**src/rtl/adder_issuer.sv**
```systemverilog
// adder_issuer: queues operand pairs, issues them one at a time to a fixed-latency adder,
// and returns the captured sum with a mismatch flag against a locally computed reference.
module adder_issuer #(
  parameter int W     = 4,
  parameter int CW    = 7,
  parameter int DEPTH = 4,
  parameter int LAT   = 1
) (
  input  logic          clk,
  input  logic          reset,
  input  logic          cmd_valid,
  output logic          cmd_ready,
  input  logic [W-1:0]  cmd_a,
  input  logic [W-1:0]  cmd_b,
  output logic          add_valid,
  output logic [W-1:0]  add_a,
  output logic [W-1:0]  add_b,
  input  logic [CW-1:0] add_c,
  output logic          rsp_valid,
  input  logic          rsp_ready,
  output logic [CW-1:0] rsp_c,
  output logic          rsp_err,
  output logic          busy,
  output logic [15:0]   txn_cnt,
  output logic [7:0]    err_cnt
);

  localparam int AW  = $clog2(DEPTH);
  localparam int LCW = $clog2(LAT + 1);

  if (CW < W + 1) begin : g_cw_check
    $error("adder_issuer: CW must be at least W+1");
  end
  if ((DEPTH < 2) || ((DEPTH & (DEPTH - 1)) != 0)) begin : g_depth_check
    $error("adder_issuer: DEPTH must be a power of 2 and at least 2");
  end
  if (LAT < 1) begin : g_lat_check
    $error("adder_issuer: LAT must be at least 1");
  end

  typedef enum logic [1:0] {
    IDLE,
    ISSUE,
    WAIT,
    RESP
  } state_t;

  state_t state, next_state;

  logic [W-1:0]   fifo_a [DEPTH];
  logic [W-1:0]   fifo_b [DEPTH];
  logic [AW-1:0]  wr_ptr, rd_ptr;
  logic [AW:0]    count;
  logic           push, pop;
  logic [W-1:0]   head_a, head_b;
  logic [CW-1:0]  exp_sum;
  logic [LCW-1:0] wait_cnt;

  assign cmd_ready = (count != (AW + 1)'(DEPTH));
  assign push      = cmd_valid && cmd_ready;
  assign pop       = (state == IDLE) && (count != '0);
  assign head_a    = fifo_a[rd_ptr];
  assign head_b    = fifo_b[rd_ptr];
  assign busy      = (state != IDLE) || (count != '0);

  // Storage has no reset; only the pointers and count define what is valid.
  always_ff @(posedge clk) begin
    if (push) begin
      fifo_a[wr_ptr] <= cmd_a;
      fifo_b[wr_ptr] <= cmd_b;
    end
  end

  always_ff @(posedge clk or negedge reset) begin
    if (!reset) begin
      wr_ptr <= '0;
      rd_ptr <= '0;
      count  <= '0;
    end else begin
      if (push) wr_ptr <= wr_ptr + AW'(1);
      if (pop)  rd_ptr <= rd_ptr + AW'(1);
      case ({push, pop})
        2'b10:   count <= count + (AW + 1)'(1);
        2'b01:   count <= count - (AW + 1)'(1);
        default: count <= count;
      endcase
    end
  end

  always_ff @(posedge clk or negedge reset) begin
    if (!reset) state <= IDLE;
    else        state <= next_state;
  end

  always_comb begin
    next_state = state;
    case (state)
      IDLE:    if (count != '0) next_state = ISSUE;
      ISSUE:   next_state = WAIT;
      WAIT:    if (wait_cnt == LCW'(1)) next_state = RESP;
      RESP:    if (rsp_ready) next_state = IDLE;
      default: next_state = IDLE;
    endcase
  end

  // The reference sum is taken from the popped operands so it travels with the transaction.
  always_ff @(posedge clk or negedge reset) begin
    if (!reset) begin
      add_valid <= 1'b0;
      add_a     <= '0;
      add_b     <= '0;
      exp_sum   <= '0;
      wait_cnt  <= '0;
      rsp_valid <= 1'b0;
      rsp_c     <= '0;
      rsp_err   <= 1'b0;
      txn_cnt   <= '0;
      err_cnt   <= '0;
    end else begin
      case (state)
        IDLE: begin
          if (pop) begin
            add_valid <= 1'b1;
            add_a     <= head_a;
            add_b     <= head_b;
            exp_sum   <= CW'(head_a) + CW'(head_b);
          end
        end
        ISSUE: begin
          add_valid <= 1'b0;
          wait_cnt  <= LCW'(LAT);
        end
        WAIT: begin
          wait_cnt <= wait_cnt - LCW'(1);
          if (wait_cnt == LCW'(1)) begin
            rsp_c     <= add_c;
            rsp_err   <= (add_c != exp_sum);
            rsp_valid <= 1'b1;
          end
        end
        RESP: begin
          if (rsp_ready) begin
            rsp_valid <= 1'b0;
            txn_cnt   <= txn_cnt + 16'd1;
            if (rsp_err && (err_cnt != 8'hFF)) err_cnt <= err_cnt + 8'd1;
          end
        end
        default: ;
      endcase
    end
  end

endmodule
```
**config.mk**
```make
export PLATFORM = sky130hd
export DESIGN_NAME = adder_issuer
export DESIGN_NICKNAME = d
export VERILOG_FILES = /design/src/rtl/adder_issuer.sv
export SDC_FILE = /design/constraint.sdc
export NUM_CORES = 1
export LEC_CHECK = 0
export ABC_AREA = 0
export CORE_ASPECT_RATIO = 1.2
export CORE_MARGIN = 1.5
export CORE_UTILIZATION = 55
export CTS_BUF_LIST = sky130_fd_sc_hd__clkbuf_4
export DETAILED_ROUTE_END_ITERATION = 10
export MAX_ROUTING_LAYER = met4
export PLACE_DENSITY = 0.94
export SETUP_SLACK_MARGIN = 0.1
export SLEW_MARGIN = 0
export SYNTH_ARGS = -nofsm -noshare
export SYNTH_HDL_FRONTEND = slang
export SYNTH_SLANG_ARGS = --single-unit
```
**constraint.sdc**
```tcl
create_clock -name clk -period 2.4 [get_ports clk]
set_clock_uncertainty 0.05 [all_clocks]
set_input_delay 0.48 -clock clk [delete_from_list [all_inputs] [get_ports clk]]
set_output_delay 0.48 -clock clk [all_outputs]
set_load 0.05 [all_outputs]
```
# Word level (Yosys, flattened, before mapping)
# Memory sizes are Yosys's and may differ from the RTL's.
# Index checks and enable logic that the tools add are counted.
[totals]
register_bits = 59
in_bits = 19
n_memories = 2
output_inout_bits = 44
ramBits = 32
word_cells = 67
[classes]
n_mux = 13
add_sub_neg = 8
reduce_logical = 18
n_eq_ne = 12
[memory_table]
columns = ["name", "words", "word_bits", "rd", "rd_clocked_by_memory_dff", "write_ports", "line", "source"]
rows = [
  ["fifo_a", 4, 4, 1, 0, 1, "50", "logic [W-1:0] fifo_a [DEPTH];"],
  ["fifo_b", 4, 4, 1, 0, 1, "51", "logic [W-1:0] fifo_b [DEPTH];"],
]
[ops]
columns = ["cell", "n"]
rows = [
  ["16-bit by 1-bit adder with 16-bit output (second input constant)", 1],
  ["2-bit nonzero test", 5],
  ["3-bit AND reduction", 3],
  ["8-bit by 1-bit adder with 8-bit output (second input constant)", 1],
  ["8-bit != test (second input constant)", 1],
  ["2-bit one-hot mux with 4 select lines", 1],
  ["2-bit AND reduction", 4],
  ["7-bit != test", 1],
  ["2-bit == test (second input constant)", 3],
  ["2-bit 2-to-1 mux", 3],
  ["2-bit != test (second input constant)", 3],
  ["1-bit one-hot mux with 2 select lines", 3],
  ["3-bit one-hot mux with 2 select lines", 1],
  ["4-bit by 4-bit adder with 5-bit output", 1],
  ["1-bit 2-to-1 mux", 5],
  ["2-bit by 1-bit adder with 2-bit output (second input constant)", 2],
  ["2-bit by 1-bit == test with 1-bit output (second input constant)", 2],
  ["3-bit by 1-bit adder with 3-bit output (second input constant)", 1],
  ["1-bit logical AND", 3],
  ["3-bit != test (second input constant)", 1],
  ["3-bit nonzero test", 1],
  ["3-bit by 1-bit subtractor with 3-bit output (second input constant)", 1],
  ["2-bit logical NOT", 1],
  ["2-bit by 1-bit != test with 1-bit output (second input constant)", 1],
  ["other kinds (2)", 2],
]

# Depth between registers and ports, before layout
# Gate-level depths: netlist (run 1).
[depth]
ltp_word = 4
ltp_mapped = 12
ltp_nobuf = 10

# Least setup slack after synthesis (run 1)
# Ideal clock, no wire load.
[synth_timing]
path_kind = "register to register"
from = "register count[0]"
to = "register count[2]"
setup_ps = 79
period_less_slack_ps = 2490
t_required_ps = 2271
path_stages_with_launch = 11
arrival_ps = 2361
path_slack_ps = -90
n_path_buf = 0
cell_sequence = "dfrtp_1 -> inv_1 -> nand3_1 -> and2_1 -> inv_1 -> ha_1 -> inv_1 -> fa_1 -> xor2_1 -> nor2_1 -> xor2_1"
[synth_between]
elab_chain_cells = 4
word_cells_on_any_way = 10
classes_between = "2 x add/sub; 3 x eq/ne; 1 x mux; 4 x reduce/logical"
[synth_rtl]
columns = ["item", "line", "source"]
rows = [
  ["start, declared", "53", "logic [AW:0] count;"],
  ["start signal, assigned", "83", "2'b10: count <= count + (AW + 1)'(1);"],
  ["start signal, assigned", "84", "2'b01: count <= count - (AW + 1)'(1);"],
  ["start signal, assigned", "85", "default: count <= count;"],
  ["3-bit != test *", "59", "assign cmd_ready = (count != (AW + 1)'(DEPTH));"],
  ["net cmd_ready", "12", "output logic cmd_ready,"],
  ["1-bit logical AND *", "60", "assign push = cmd_valid && cmd_ready;"],
  ["2-bit by 1-bit == test with 1-bit output / 2-bit == test (equally long branches)", "82", "case ({push, pop})"],
  ["3-bit one-hot mux with 2 select lines / 2-bit nonzero test (equally long branches)", "-", ""],
]
# Mark *: on every way through the listed nets, which the timed path passes. The rest lies on a longest branch.
# A chain may end at the register's enable or synchronous reset.

# Final worst setup path (run 1)
[layout_timing]
from = "register err_cnt[7]"
to = "output err_cnt[7]"
[layout_lines]
columns = ["item", "line", "source"]
rows = [
  ["start, declared", "25", "output logic [7:0] err_cnt"],
  ["start signal, assigned", "145", "if (rsp_err && (err_cnt != 8'hFF)) err_cnt <= err_cnt + 8'd1;"],
]
# No word-level cell between the ends.

==> run summary, run 1 <==
Outcome: finished, final reports clean
Core ar.: 0.00685 mm2
Clock period minus worst slack: 2230 ps
Cell Pwr Density: 1300 mW/mm2
Maxcap violations: 0
Via count: 2472
GR peak layer: met2
Top_reg_cell synth: dfrtp_1
Max VDD drop: 0.000790 V
Sequential share of power: 0.392
Max-slew headroom: 0.613
Grt met2 use: 0.369
CTS root buffer: clkbuf_4
Final period utilization: 0.931
DRC viols: 0
HP Start: txn_cnt[15]$_DFFE_PN0P_
Post-synthesis register bit count: 89
Total global routing overflow: 0
Pin count of the biggest net entering global routing: 35
Commonest non-fill, non-tap cells in the layout: dfrtp_1, nand2_1, clkdlybuf4s50_1
PortBufs: 62
Routed WL: 7360 um
Synth Instances: 290
R2R setup slack: 230 ps
Worst min path class: register to register
Total global-route track usage: 0.221
Area Growth Syn to Fin: 22.4%
Met3 usage: 0.0354
H-tree depth: 3
Die area: 0.00763 mm2
Vias in the first global route: 2535
Async set or reset register ratio after synthesis: 0.640
Worst path top cell family by delay: buffers and inverters
P_sw: 2.74 mW
Worst hold slack: 427 ps
Setup CP Type: register to output pin
Internal Power: 3.48 mW
Leak Pwr: 2.19 nW
Post-CTS Setup Repair Bufs: 0
Final setup violation count: 0
Die Span X: 80.0 um
DRT Pass-1 Iters: 4
CTS buffer count: 9
Layout Nets: 398
Worst EP required: 1870 ps
Critical path cell sequence: clkdlybuf4s50_1
CP max stage delay: 830 ps
Vias per cell: 5.44
Slew Limit Fails: 0
M1 GR Usage: 0.263
Layout Utilization: 0.699
CP max stage cell: clkdlybuf4s50_1
EDFF count, synth: 32
Worst Path Max Fanout: 4
Clock buffer depth: 2
Clock Latency Late Sink: 450 ps
Num ports: 63
Unrepaired setup endpoints after global routing: no
Antenna Nets Post-Route: 0
Commonest non-fill, non-tap cell in the layout: dfrtp_1
PnR worst setup slack: 166 ps
Switching Fraction: 0.440
Synth Net Count: 326
Worst R2R End: count[2]$_DFFE_PN0P_
Seq/Total Area, Yosys: 0.610
CP Capture Type: output pin
Final Hold Viols: 0
Final Power: 6.22 mW
Initial Util: 0.571
Synth unique cells: 45
Mean Syn Cell Area: 13.5 um2
Synthesized area: 0.00391 mm2
Finished Layout Cells: 454
Share of post-route cells with drive strength above 1: 0.136
Combinational fraction of design power: 0.479
Initial DRC count: 102
RePlAce Congestion: 0.825
Diodes inserted: 0
Achievable frequency: 448 MHz
Worst path bufs/invs: 1
First-pass GRT wire length: 12100 um
Cells after DPL: 437
Hold depth: 1
Startpoint types: register
FF-to-FF path depth: 10
Syn. warnings: 0
Reg clk slew, reported paths: 160 ps
Clock tree sinks: 89
Pre-CTS worst setup slack: -8.14 ps
Critical R2R Launch: count[0]$_DFFE_PN0P_
Routed len/inst: 16.2 um
Antenna violations before repair: 0
Rows: 33
Hold path endpoint: txn_cnt[15]$_DFFE_PN0P_
Post-DP HPWL: 5540 um
Critical Path AT: 1700 ps
Clock power share: 0.128
Least-Margin Pin Slew: 580 ps
Die height: 95.4 um
CTS tree: done
-- final cells by class --
class / instances / area [um2]
clock buffer: 9 / 67.6
sequential: 89 / 2390
multi-input combinational: 179 / 1420
fill: 482 / 2060
clock inverter: 7 / 65.1
tap: 87 / 109
inverter: 16 / 60.1
timing repair buffer: 67 / 678
-- layer usage --
metal,part of all wire,vias to the layer above
li1,-,1168
met2,0.53,81
met4,0.020,0
met1,0.40,1212
met3,0.050,11
met5,0,-
-- cell families (layout without fill, tap and decap cells) --
logic type | Yosys count | in the layout | synth area share
AO/OA/AOI/OAI | 24 | 24 | 0.0377
adder cells (fa/ha/maj) | 17 | 17 | 0.0582
multiplexers | 19 | 19 | 0.0774
AND/OR/NAND/NOR | 87 | 87 | 0.117
flip-flops | 89 | 89 | 0.610
XOR/XNOR | 32 | 32 | 0.0716
buffers and inverters | 22 | 99 | 0.0278
-- Yosys cell counts, drive strengths merged, types with 2 or more instances --
master / n / share of area
nor3: 3 / 0.0051
buf: 5 / 0.011
edfxtp: 32 / 0.25
dfrtp: 57 / 0.36
a21oi: 5 / 0.0064
nor2: 8 / 0.0083
mux4: 8 / 0.046
and3: 7 / 0.011
nand4: 5 / 0.0096
inv: 16 / 0.015
nand3: 13 / 0.021
nor4: 4 / 0.012
o21ai: 11 / 0.014
mux2: 10 / 0.029
nand2: 41 / 0.040
fa: 2 / 0.010
ha: 15 / 0.048
xor2: 11 / 0.025
xnor2: 21 / 0.047
nor2b: 3 / 0.0048
-- per-stage QoR --
step / setup TNS (ps) / cell area [um2]
after global placement: 0 / 4630
after floorplan: 0 / 3920
after global routing: 0 / 4790
final: 0 / 4790
after detailed placement: -8.14 / 4630
after CTS: 0 / 4760
-- how the worst max path moves through the flow --
stage | end | from | slack (ps) | depth (start not counted)
floorplan | count[2]$_DFFE_PN0P_ | count[0]$_DFFE_PN0P_ | 140 | 10
global placement | count[2]$_DFFE_PN0P_ | cmd_valid | 130 | 9
finish | err_cnt[7] | err_cnt[7]$_DFFE_PN0P_ | 170 | 1
global route | txn_cnt[3] | txn_cnt[3]$_DFFE_PN0P_ | 110 | 1
CTS | txn_cnt[0] | txn_cnt[0]$_DFFE_PN0P_ | 110 | 1
detailed placement | count[2]$_DFFE_PN0P_ | cmd_valid | -8 | 9
-- flip-flops by register name, indices dropped and copies added (netlist names), 2 cells and up --
register	count
fifo_b	16
rd_ptr	2
wr_ptr	2
add_a	4
state	2
txn_cnt	16
err_cnt	8
add_b	4
exp_sum	5
rsp_c	7
fifo_a	16
count	3
-- power groups by stage --
| stage | registers, mW | clock network, mW | logic [mW] |
|---|---|---|---|
| finish | 2.44 | 0.797 | 2.98 |
| global route | 2.51 | 0.886 | 3.23 |
| CTS | 2.45 | 0.823 | 3.01 |
| detailed placement | 2.48 | 0 | 3.02 |
| global placement | 2.44 | 0 | 2.90 |
| floorplan | 3.09 | 0 | 1.52 |
-- timing repair --
action	4_1_cts	5_1_grt
endpoints found under the setup margin	10	11
hold buffers	1	0
gates resized for setup	10	11
cloned	0	0
endpoints found under the hold margin	23	0
Power figures use the tool's default switching activity.
==> run 2, diff against run 1 <==
Settings changed: CORE_UTILIZATION 55 to 60, DONT_BUFFER_PORTS from default to 1, PLACE_DENSITY 0.94 to 0.88, SETUP_SLACK_MARGIN 0.1 to 0.02.
==> run 2 against run 1 <==
Net effect: total power shrank 4.5%; largest power group is now registers; clock-buffer cell count is the same; non-clock buffer count shrank 46; cell area shrank 10%; clock power grew 11%; wire length shrank 8.1%; worst setup slack gained 8.3 ps.
==> run summary, run 2 (synthesized netlist as in run 1, its figures left out) <==
Outcome: finished, final reports clean
CP Capture Type: register
Pin count of the biggest net entering global routing: 58 (+66%)
Max VDD drop: 0.000793 V (+0.37%)
Share of post-route cells with drive strength above 1: 0.199 (+0.0631)
HP Start: cmd_b[1]
Die height: 91.5 um (-4.1%)
Hold depth: 0 (-1)
Initial Util: 0.615 (+0.0438)
Unrepaired setup endpoints after global routing: no
Total global-route track usage: 0.221 (-0.000543)
Critical path cell sequence: mux4_2 -> ha_1 -> a21o_1 -> a21oi_1 -> xor2_1 -> o21ai_0
Routed len/inst: 16.7 um (+2.8%)
Wl on met1: 2690 um (-7.8%)
Crit path from: rd_ptr[0]$_DFFE_PN0P_
Die Span X: 76.7 um (-4.1%)
Routed length on met2: 3430 um (-13%)
Antenna Nets Post-Route: 0 (unchanged)
Slew Limit Fails: 0 (unchanged)
Worst EP required: 2660 ps (+790 ps)
CTS root buffer: clkbuf_4
FF-to-FF path depth: 6 (-4)
Clock buffer depth: 2 (unchanged)
Cell Pwr Density: 1380 mW/mm2 (+6.2%)
Rows: 32 (-3.0%)
PortBufs: 0 (-100%)
R2R setup slack: 170 ps (-60 ps)
Critical R2R Launch: rd_ptr[0]$_DFFE_PN0P_
Worst Path Max Fanout: 8 (+4)
Antenna violations before repair: 0 (unchanged)
Clock Latency Late Sink: 430 ps (-20 ps)
Max-slew headroom: 0.549 (-0.0645)
First-pass GRT wire length: 11500 um (-5.1%)
H-tree depth: 3 (unchanged)
CTS buffer count: 9 (unchanged)
Met3 wire len: 477 um (+30%)
Worst R2R End: exp_sum[3]$_DFFE_PN0P_
Achievable frequency: 449 MHz (+0.37%)
RePlAce Congestion: 0.800 (-3.1%)
Final setup violation count: 0 (unchanged)
Die area: 0.00702 mm2 (-8.1%)
Post-DP HPWL: 5030 um (-9.2%)
Diodes inserted: 0 (unchanged)
Via count: 2265 (-8.4%)
Vias per cell: 5.58 (+2.5%)
DRT Pass-1 Iters: 4 (unchanged)
Biggest regs: fifo_a (16), fifo_b (16), txn_cnt (16)
Initial DRC count: 55 (-46%)
Leak Pwr: 1.87 nW (-14%)
Routed WL: 6770 um (-8.1%)
CP max stage cell: mux4_2
CP max stage delay: 550 ps (-280 ps)
Worst hold slack: 80.1 ps (-347 ps)
Reg clk slew, reported paths: 150 ps (about the same)
CTS tree: done
Setup CP Type: register to register
Commonest non-fill, non-tap cells in the layout: dfrtp_1, nand2_1, edfxtp_1
Final Hold Viols: 0 (unchanged)
Layout Nets: 352 (-12%)
Final Power: 5.94 mW (-4.5%)
Startpoint types: register
Critical Path AT: 2490 ps (+790 ps)
DRC viols: 0 (unchanged)
Num ports: 63 (unchanged)
Commonest non-fill, non-tap cell in the layout: dfrtp_1
Final period utilization: 0.927 (-0.00347)
Maxcap violations: 0 (unchanged)
Top sig layer: met4
Layout Utilization: 0.677 (-0.0221)
Core ar.: 0.00637 mm2 (-7.1%)
Vias in the first global route: 2473 (-2.4%)
Clock period minus worst slack: 2230 ps (-8.33 ps)
Total global routing overflow: 0 (unchanged)
Hold path endpoint: fifo_b[2][1]$_DFFE_PP_
Setup TNS: 0 ps (unchanged)
Worst min path class: input port to register
Least-Margin Pin Slew: 677 ps (+96.7 ps)
Clock tree sinks: 89 (unchanged)
Area Growth Syn to Fin: 10.1%
run 2: what timing repair did:
item	4_1_cts	5_1_grt
buffers inserted	0	0
setup endpoints to repair	0	2
hold buffers	2	0
hold endpoints to repair	57	0
resized for setup	0	1
run 2: through the flow:
stage               setup WS (ps)  std cells  area, um2
floorplan                     144        290       3920
global placement              166        388       4120
detailed placement           62.8        388       4120
CTS                          41.5        406       4310
global route                 62.3        406       4310
finish                        175        406       4310
run 2: critical path: cells and delay by family (launching register included):
kind | cells | cell delay [ps]
multiplexers | 1 | 550
XOR/XNOR | 1 | 210
adder cells (fa/ha/maj) | 1 | 310
flip-flops | 1 | 530
AO/OA/AOI/OAI | 3 | 460
run 2: worst max path at each step:
stage,to,slack [ps],cells after the start
final,exp_sum[3]$_DFFE_PN0P_,170,6
after global routing,exp_sum[3]$_DFFE_PN0P_,60,6
after CTS,exp_sum[3]$_DFFE_PN0P_,40,6
after global placement,exp_sum[4]$_DFFE_PN0P_,170,8
after detailed placement,exp_sum[3]$_DFFE_PN0P_,60,6
after floorplan,count[2]$_DFFE_PN0P_,140,10
run 2: per-layer routing:
| layer | global-route usage | up-vias |
|---|---|---|
| met5 | - | - |
| met4 | 0.100 | 0 |
| met3 | 0.0784 | 15 |
| met2 | 0.355 | 68 |
| met1 | 0.248 | 1110 |
| li1 | - | 1072 |
run 2: area by class of cell:
class                   count  area (um2)
multi-input cells         179        1420
fillers                   444        2060
clock buffers               9        67.6
flip-flops and latches     89        2390
well taps                  85         106
repair buffers             21         180
clock inverters             7        83.8
inverters                  16        60.1
run 2: power by group:
part	leakage (nW)	total [mW]	switching, mW	internal, mW
Clock	0.0799	0.885	0.545	0.340
Sequential	1.00	3.02	0.974	2.05
Combinational	0.787	2.03	1.14	0.891
==> run 3, diff against run 2 <==
Settings changed: ABC_CLOCK_PERIOD_IN_PS from default to 2400, CTS_CLUSTER_DIAMETER from default to 200, SETUP_SLACK_MARGIN 0.02 to 0.2.
==> run 3 against run 2 <==
Net effect: via count increased by 1.9%; largest power group unchanged; critical path depth up 3; highest routed layer unchanged; critical path type unchanged; wire length is 2.6% higher; non-clock buffer count is 4 higher; worst setup slack improved by 88 ps; utilization increased by 0.67 points; global-route usage rose by 0.26 points; register-to-register slack improved by 90 ps; hold slack about the same; sequential share of layout area decreased by 0.57 points; cell count grew 0.99%; cell area rose by 0.99%.
==> run summary, run 3 (synthesized netlist as in run 1, its figures left out) <==
Via count: 2309 (+1.9%)
Total global routing overflow: 0 (unchanged)
RePlAce Congestion: 0.796 (-0.57%)
Routed len/inst: 16.9 um (+1.6%)
Max-slew headroom: 0.553 (+0.00464)
Finished Layout Cells: 410 (+0.99%)
Final period utilization: 0.890 (-0.0368)
Commonest non-fill, non-tap cell in the layout: dfrtp_1
Vias in the first global route: 2388 (-3.4%)
Worst path top cell family by delay: multiplexers
Rows: 32 (unchanged)
Antenna Nets Post-Route: 0 (unchanged)
Worst EP required: 2680 ps (+20 ps)
Hold depth: 0 (unchanged)
Final Power: 6.06 mW (+2.0%)
Levels on crit path: 9 (+3)
Startpoint types: register
CP max stage delay: 520 ps (-30 ps)
Critical path cell sequence: buf_6 -> mux4_2 -> ha_2 -> inv_1 -> fa_2 -> nor2b_1 -> o21ai_1 -> nand2_1 -> o22a_1
Total global-route track usage: 0.224 (+0.00260)
Clock Latency Late Sink: 440 ps (about the same)
Cell Pwr Density: 1390 mW/mm2 (+0.98%)
Die area: 0.00702 mm2 (unchanged)
Core ar.: 0.00637 mm2 (unchanged)
Outcome: finished, final reports clean
Internal Power: 3.36 mW (+2.5%)
Area Growth Syn to Fin: 11.2%
Critical Path AT: 2420 ps (-70 ps)
Worst min path class: input port to register
Slew Limit Fails: 0 (unchanged)
Share of post-route cells with drive strength above 1: 0.218 (+0.0191)
Die Span X: 76.7 um (unchanged)
Achievable frequency: 468 MHz (+4.1%)
CP max stage cell: mux4_2
Crit path from: rd_ptr[0]$_DFFE_PN0P_
DRC viols: 0 (unchanged)
CTS root buffer: clkbuf_4
Diodes inserted: 0 (unchanged)
Finished Cell Area: 0.00435 mm2 (+0.99%)
Die height: 91.5 um (unchanged)
First-pass GRT wire length: 11500 um (+0.23%)
Unrepaired setup endpoints after global routing: yes
Setup TNS: 0 ps (unchanged)
Clock buffer depth: 2 (unchanged)
Switching Fraction: 0.445 (-0.00284)
Final setup violation count: 0 (unchanged)
Setup CP Type: register to register
Least-Margin Pin Slew: 670 ps (-6.95 ps)
CTS tree: done
Num ports: 63 (unchanged)
Max VDD drop: 0.000792 V (about the same)
Worst Path Max Fanout: 8 (unchanged)
Clock power share: 0.138 (-0.011)
Reg clk slew, reported paths: 140 ps (about the same)
Initial Util: 0.615 (unchanged)
Pin count of the biggest net entering global routing: 58 (unchanged)
Initial DRC count: 109 (+98%)
CTS buffer count: 9 (unchanged)
Post-place instance area: 0.00413 mm2 (+0.36%)
Maxcap violations: 0 (unchanged)
HP Start: cmd_b[0]
Biggest regs: fifo_a (16), fifo_b (16), txn_cnt (16)
DRT Pass-1 Iters: 4 (unchanged)
CP Capture Type: register
Critical R2R Launch: rd_ptr[0]$_DFFE_PN0P_
Leak Pwr: 1.89 nW (+1.1%)
PnR worst setup slack: 263 ps (+88.4 ps)
Sequential share of power: 0.493 (-0.016)
Pre-CTS worst setup slack: 214 ps (+151 ps)
Vias per cell: 5.63 (+0.95%)
Post-DP HPWL: 5070 um (+0.81%)
Final Hold Viols: 0 (unchanged)
PortBufs: 0 (unchanged)
Antenna violations before repair: 0 (unchanged)
Commonest non-fill, non-tap cells in the layout: dfrtp_1, nand2_1, edfxtp_1
Clock period minus worst slack: 2140 ps (-88.4 ps)
Layout Nets: 356 (+1.1%)
Cells after DPL: 389 (+0.26%)
Worst path bufs/invs: 2 (+2)
Combinational fraction of design power: 0.369 (+0.027)
H-tree depth: 3 (unchanged)
P_sw: 2.70 mW (+1.3%)
FF-to-FF path depth: 9 (+3)
Clock tree sinks: 89 (unchanged)
Routed WL: 6950 um (+2.6%)
-- run 3: worst register-to-register path: stages (launching register included) --
cell and delay, ps:
dfrtp_1 370, buf_6 150, mux4_2 520, ha_2 200, inv_1 80, fa_2 240
nor2b_1 60, o21ai_1 130, nand2_1 70, o22a_1 180
-- run 3: final timing paths --
check                                              end  slack, ps
max in group asynchronous        rd_ptr[0]$_DFFE_PN0P_       1540
worst max register to register  exp_sum[4]$_DFFE_PN0P_        260
worst min-delay path            fifo_b[2][0]$_DFFE_PP_         80
worst min register to register  exp_sum[0]$_DFFE_PN0P_        470
min in group asynchronous       txn_cnt[2]$_DFFE_PN0P_        480
worst max-delay path            exp_sum[4]$_DFFE_PN0P_        260
-- run 3: power groups by stage --
stage	Sequential, mW	Combinational, mW	Clock, mW
3_5_place_dp	3.03	2.10	0
4_1_cts	3.00	2.15	0.861
2_1_floorplan	3.09	1.53	0
5_1_grt	3.05	2.51	0.931
6_report	2.99	2.24	0.836
3_3_place_gp	2.99	1.98	0
-- run 3: metrics by stage --
stage                     hold WS, ps  utilization
final                            80.1        0.684
after global routing             23.1        0.684
after CTS                        45.1        0.678
after detailed placement          136        0.649
after global placement            136        0.649
after floorplan                   134            -
-- run 3: per-layer routing --
| metal | up-vias | share of wire | track usage |
|---|---|---|---|
| li1 | 1083 | - | - |
| met1 | 1125 | 0.38 | 0.237 |
| met2 | 82 | 0.52 | 0.368 |
| met3 | 19 | 0.076 | 0.0884 |
| met4 | 0 | 0.025 | 0.0988 |
| met5 | - | 0 | - |
-- run 3: repair_timing --
item                                    CTS  global route
resized for setup                         1             5
pin swaps                                 0             2
endpoints found under the setup margin    1             4
hold buffers                              2             0
endpoints found under the hold margin    57             0
setup buffers                             0             3
-- run 3: final cells by class --
class | instances | area, um2
clock inverters | 6 | 67.6
inverters | 16 | 60.1
repair buffers | 25 | 214
flip-flops and latches | 89 | 2390
fillers | 456 | 2010
multi-input cells | 179 | 1440
clock buffers | 10 | 75.1
well taps | 85 | 106
